File: src/rtl/bip_program_loader.sv
// Program-memory writer for BIP1: pairs UART bytes (high first) into instructions,
// stores them from address 0 and releases the CPU reset once the HALT word lands.
module bip_program_loader #(
   parameter int NB_INSTRUC = 16,
   parameter int NB_OPCODE  = 5,
   parameter int NB_ADDR    = 11,
   parameter int MEM_DEPTH  = 2048
) (
   input  logic                  i_clk,
   input  logic                  i_rst,
   input  logic [7:0]            i_rx_data,
   input  logic                  i_rx_done,
   output logic                  o_wr_en,
   output logic [NB_ADDR-1:0]    o_wr_addr,
   output logic [NB_INSTRUC-1:0] o_wr_data,
   output logic                  o_cpu_rst_n,
   output logic                  o_loading,
   output logic                  o_done,
   output logic                  o_error
);

   typedef enum logic [2:0] {
      WAIT_HI = 3'd0,
      WAIT_LO = 3'd1,
      WRITE   = 3'd2,
      DONE    = 3'd3,
      ERROR   = 3'd4
   } state_t;

   localparam logic [NB_ADDR-1:0] LAST_ADDR = NB_ADDR'(MEM_DEPTH - 1);

   state_t                  state;
   logic [NB_ADDR-1:0]      counter;
   logic [NB_INSTRUC-9:0]   hi;
   logic                    is_halt;

   assign is_halt = (o_wr_data[NB_INSTRUC-1 -: NB_OPCODE] == '0);

   always_ff @(posedge i_clk) begin
      if (!i_rst) begin
         state       <= WAIT_HI;
         counter     <= '0;
         hi          <= '0;
         o_wr_en     <= 1'b0;
         o_wr_addr   <= '0;
         o_wr_data   <= '0;
         o_cpu_rst_n <= 1'b0;
         o_loading   <= 1'b1;
         o_done      <= 1'b0;
         o_error     <= 1'b0;
      end else begin
         case (state)
            WAIT_HI: begin
               o_wr_en <= 1'b0;
               if (i_rx_done) begin
                  hi    <= i_rx_data;
                  state <= WAIT_LO;
               end
            end
            WAIT_LO: begin
               if (i_rx_done) begin
                  o_wr_data <= {hi, i_rx_data};
                  o_wr_addr <= counter;
                  o_wr_en   <= 1'b1;
                  state     <= WRITE;
               end
            end
            WRITE: begin
               // HALT wins over the full-memory check, so a HALT in the last slot still boots.
               o_wr_en <= 1'b0;
               if (is_halt) begin
                  state       <= DONE;
                  o_loading   <= 1'b0;
                  o_done      <= 1'b1;
                  o_cpu_rst_n <= 1'b1;
               end else if (counter == LAST_ADDR) begin
                  state     <= ERROR;
                  o_loading <= 1'b0;
                  o_error   <= 1'b1;
               end else begin
                  counter <= counter + 1'b1;
                  state   <= WAIT_HI;
               end
            end
            DONE, ERROR: o_wr_en <= 1'b0;
            default: state <= WAIT_HI;
         endcase
      end
   end

endmodule

File: config.mk
export PLATFORM = sky130hd
export DESIGN_NAME = bip_program_loader
export DESIGN_NICKNAME = d
export VERILOG_FILES = /design/src/rtl/bip_program_loader.sv
export SDC_FILE = /design/constraint.sdc
export NUM_CORES = 1
export LEC_CHECK = 0
export ABC_CLOCK_PERIOD_IN_PS = 3270
export CORE_MARGIN = 4
export CORE_UTILIZATION = 38
export DETAILED_ROUTE_END_ITERATION = 12
export PLACE_DENSITY = 0.71
export SYNTH_ARGS = -nofsm -noshare
export SYNTH_HDL_FRONTEND = slang
export SYNTH_SLANG_ARGS = --single-unit
File: constraint.sdc
create_clock -name i_clk -period 3.27 [get_ports i_clk]
set_input_delay 0.4905 -clock i_clk [delete_from_list [all_inputs] [get_ports i_clk]]
set_output_delay 0.4905 -clock i_clk [all_outputs]
set_load 0.02 [all_outputs]
==> impl_metrics.py <==
metrics = {
    "clock_tree": {
        "ctsHoldBuffers": 0,
        "cts_made_buffers": 5,
        "clock-sinks": 53,
        "cts_setup_buffers": 0,
        "cts.path.max_buffers": 2,
        "clock-root-buffer": "clkbuf_8",
        "cts_tree": "done",
        "clk-insertion-delay-late_ns": 0.29,
        "htreeDepth": 2,
        "clkTransAtPathRegs_ns": 0.09,
        "cts_resized": 0,
    },
    "power": {
        "power_density_nw_per_um2": 435,
        "p_leak_nw": 0.891,
        "ir_worst_vdd_v": 0.000428,
    },
    "synthesis": {
        "yosys.area.top_type": "dfxtp_1",
        "syn_inst": 258,
        "yosysUniqueCellTypes": 36,
        "synth.top_cell.area_share": 0.501,
        "yosys_warnings": 0,
        "ys_seq_area_frac": 0.501,
        "synth_nets": 270,
        "synth-async-reset-ratio": 0,
        "synth.avg_cell_area_um2": 8.21,
        "ys_seq_elements": 53,
        "syn_area_um2": 2120,
        "synth-edff-count": 0,
        "ys_top_cells_by_count": "nand2_1, dfxtp_1, a21oi_1",
        "synthFlopType": "dfxtp_1",
        "synth_area_leaders": "dfxtp_1, nand2_1, a21oi_1, o31ai_1, clkbuf_1",
        "yosysMostFrequentCell": "nand2_1",
    },
    "cells_and_area": {
        "area_growth_pct": 26.0,
        "fin_util": 0.509,
        "antennaDiodeCount": 0,
        "final_layout_size_suffix_gt1_frac": 0.0644,
        "final_nets": 306,
    },
    "die": {
        "die_y_um": 82.6,
        "io_pins": 43,
        "dieArea_um2": 6830,
        "num_rows": 26,
        "core_area_um2": 5240,
        "die_w_um": 82.6,
        "start_util": 0.404,
    },
    "worst_hold_path": {
        "hold_class": "reg -> reg",
    },
    "placed_design": {
        "globalplace.congestion": 0.765,
        "hpwl_um": 3240,
        "portBuffers": 42,
    },
    "global_routing": {
        "overflow": 0,
        "grt_start_max_net_pins": 32,
        "grt_util_all_layers": 0.149,
        "grt_pass1_vias": 1742,
        "grt_antenna_before_repair": 0,
        "grt_pass1_wl_um": 8020,
    },
    "sta": {
        "finalWorstPathRequiredPeriod_ns": 1.98,
        "hold_viol_final": 0,
        "tns_ns": 0,
        "max_freq_mhz": 504,
        "rsz0062_at_grt": "false",
        "worst_slew_pin_slew_ns": 0.781,
        "relSlewSlack": 0.475,
        "fin_worst_skew_ns": 0.00337,
        "drv_slew": 0,
        "finalCritPeriodShare": 0.607,
        "finalSetupViolCount": 0,
    },
    "setup_path": {
        "crit_type": "reg -> reg",
        "crit_arrival_ns": 2.15,
        "worstPathRequired_ns": 3.43,
        "cp-start-kind": "flop",
        "endpoint_kind": "flop",
        "crit_fanout": 10,
    },
    "routing": {
        "postRouteAntennaNets": 0,
        "num_vias": 1862,
        "drc": 0,
        "vias_per_cell": 5.10,
        "wl_um": 4710,
        "routedWlPerCell_um": 12.9,
        "dr.pass1.iters": 4,
        "drt_iter0_markers": 118,
    },
    "job": {
        "cap_violations": 0,
    },
    "outcome": {
        "status": "complete, no violations",
    },
}
==> where the power goes <==
part / leakage [nW] / switching [mW] / internal, mW / total [mW]
registers: 0.429 / 0.0145 / 0.664 / 0.678
logic: 0.424 / 0.0703 / 0.0530 / 0.123
clock network: 0.0374 / 0.208 / 0.151 / 0.359
total: 0.891 / 0.293 / 0.868 / 1.16
==> through the flow <==
step / power, mW / instances / area, µm² / setup slack, ns / hold WS [ns]
after floorplan: 0.767 / 258 / 2120 / 1.60 / 0.432
after global placement: 0.815 / 357 / 2580 / 1.06 / 0.440
after detailed placement: 0.818 / 357 / 2580 / 1.02 / 0.442
after CTS: 1.17 / 365 / 2670 / 1.29 / 0.457
after global routing: 1.22 / 365 / 2670 / 1.15 / 0.477
final: 1.16 / 365 / 2670 / 1.29 / 0.457
==> routing by layer <==
| layer | share of wire | up-vias | track usage | routed length [µm] |
|---|---|---|---|---|
| met4 | 0.0057 | 0 | 0.0294 | 27 |
| met3 | 0.042 | 2 | 0.0358 | 196 |
| li1 | - | 952 | - | - |
| met5 | 0 | - | 0 | 0 |
| met1 | 0.50 | 873 | 0.207 | 2340 |
| met2 | 0.46 | 35 | 0.237 | 2140 |
==> layout make-up <==
type                       count  area [µm²]
fill                         549        2570
sequential                    53        1060
multi-input combinational    184         953
timing repair buffer          46         463
tap                           70        87.6
clock buffer                   6        72.6
clock inverter                 2        15.0
inverter                       4        15.0
==> cell families after synthesis <==
kind of cell             after synthesis  share of synthesized area
AND/OR/NAND/NOR                      115                      0.254
AO/OA/AOI/OAI                         66                      0.180
flip-flops                            53                      0.501
buffers and inverters                 21                     0.0485
multiplexers                           2                     0.0100
adder cells (fa/ha/maj)                1                    0.00591
==> final timing paths <==
| check | slack (ns) | cells after the start | startpoint | to |
|---|---|---|---|---|
| setup reg to reg | 1.29 | 6 | counter[1] | counter[3] |
| hold reg to reg | 0.46 | 2 | hi[7] | o_wr_data[15] |
| setup / recovery | 1.29 | 6 | counter[1] | counter[3] |
| hold / removal | 0.46 | 2 | hi[7] | o_wr_data[15] |
==> flip-flops by register name, indices dropped and copies added (netlist names) <==
name       cells
o_wr_data     16
counter       11
o_wr_addr     11
hi             8
state          3
o_done         1
o_error        1
o_loading      1
o_wr_en        1
==> worst max-delay path, cell delays in order (launching register included) <==
cell     delay (ns)
dfxtp_1        0.40
ha_1           0.22
nand4_1        0.18
nor3_1         0.60
buf_4          0.28
or4_1          0.12
a21oi_1        0.06
==> layout by cell type (no fill, tap or decap), types with 5 or more instances in the layout <==
cell / count
a21oi_1: 48
clkbuf_8: 5
clkdlybuf4s50_1: 42
dfxtp_1: 53
nand2_1: 76
nand3_1: 7
o31ai_1: 6
or4_1: 5
Note: power is estimated with default switching activity, not from simulation.
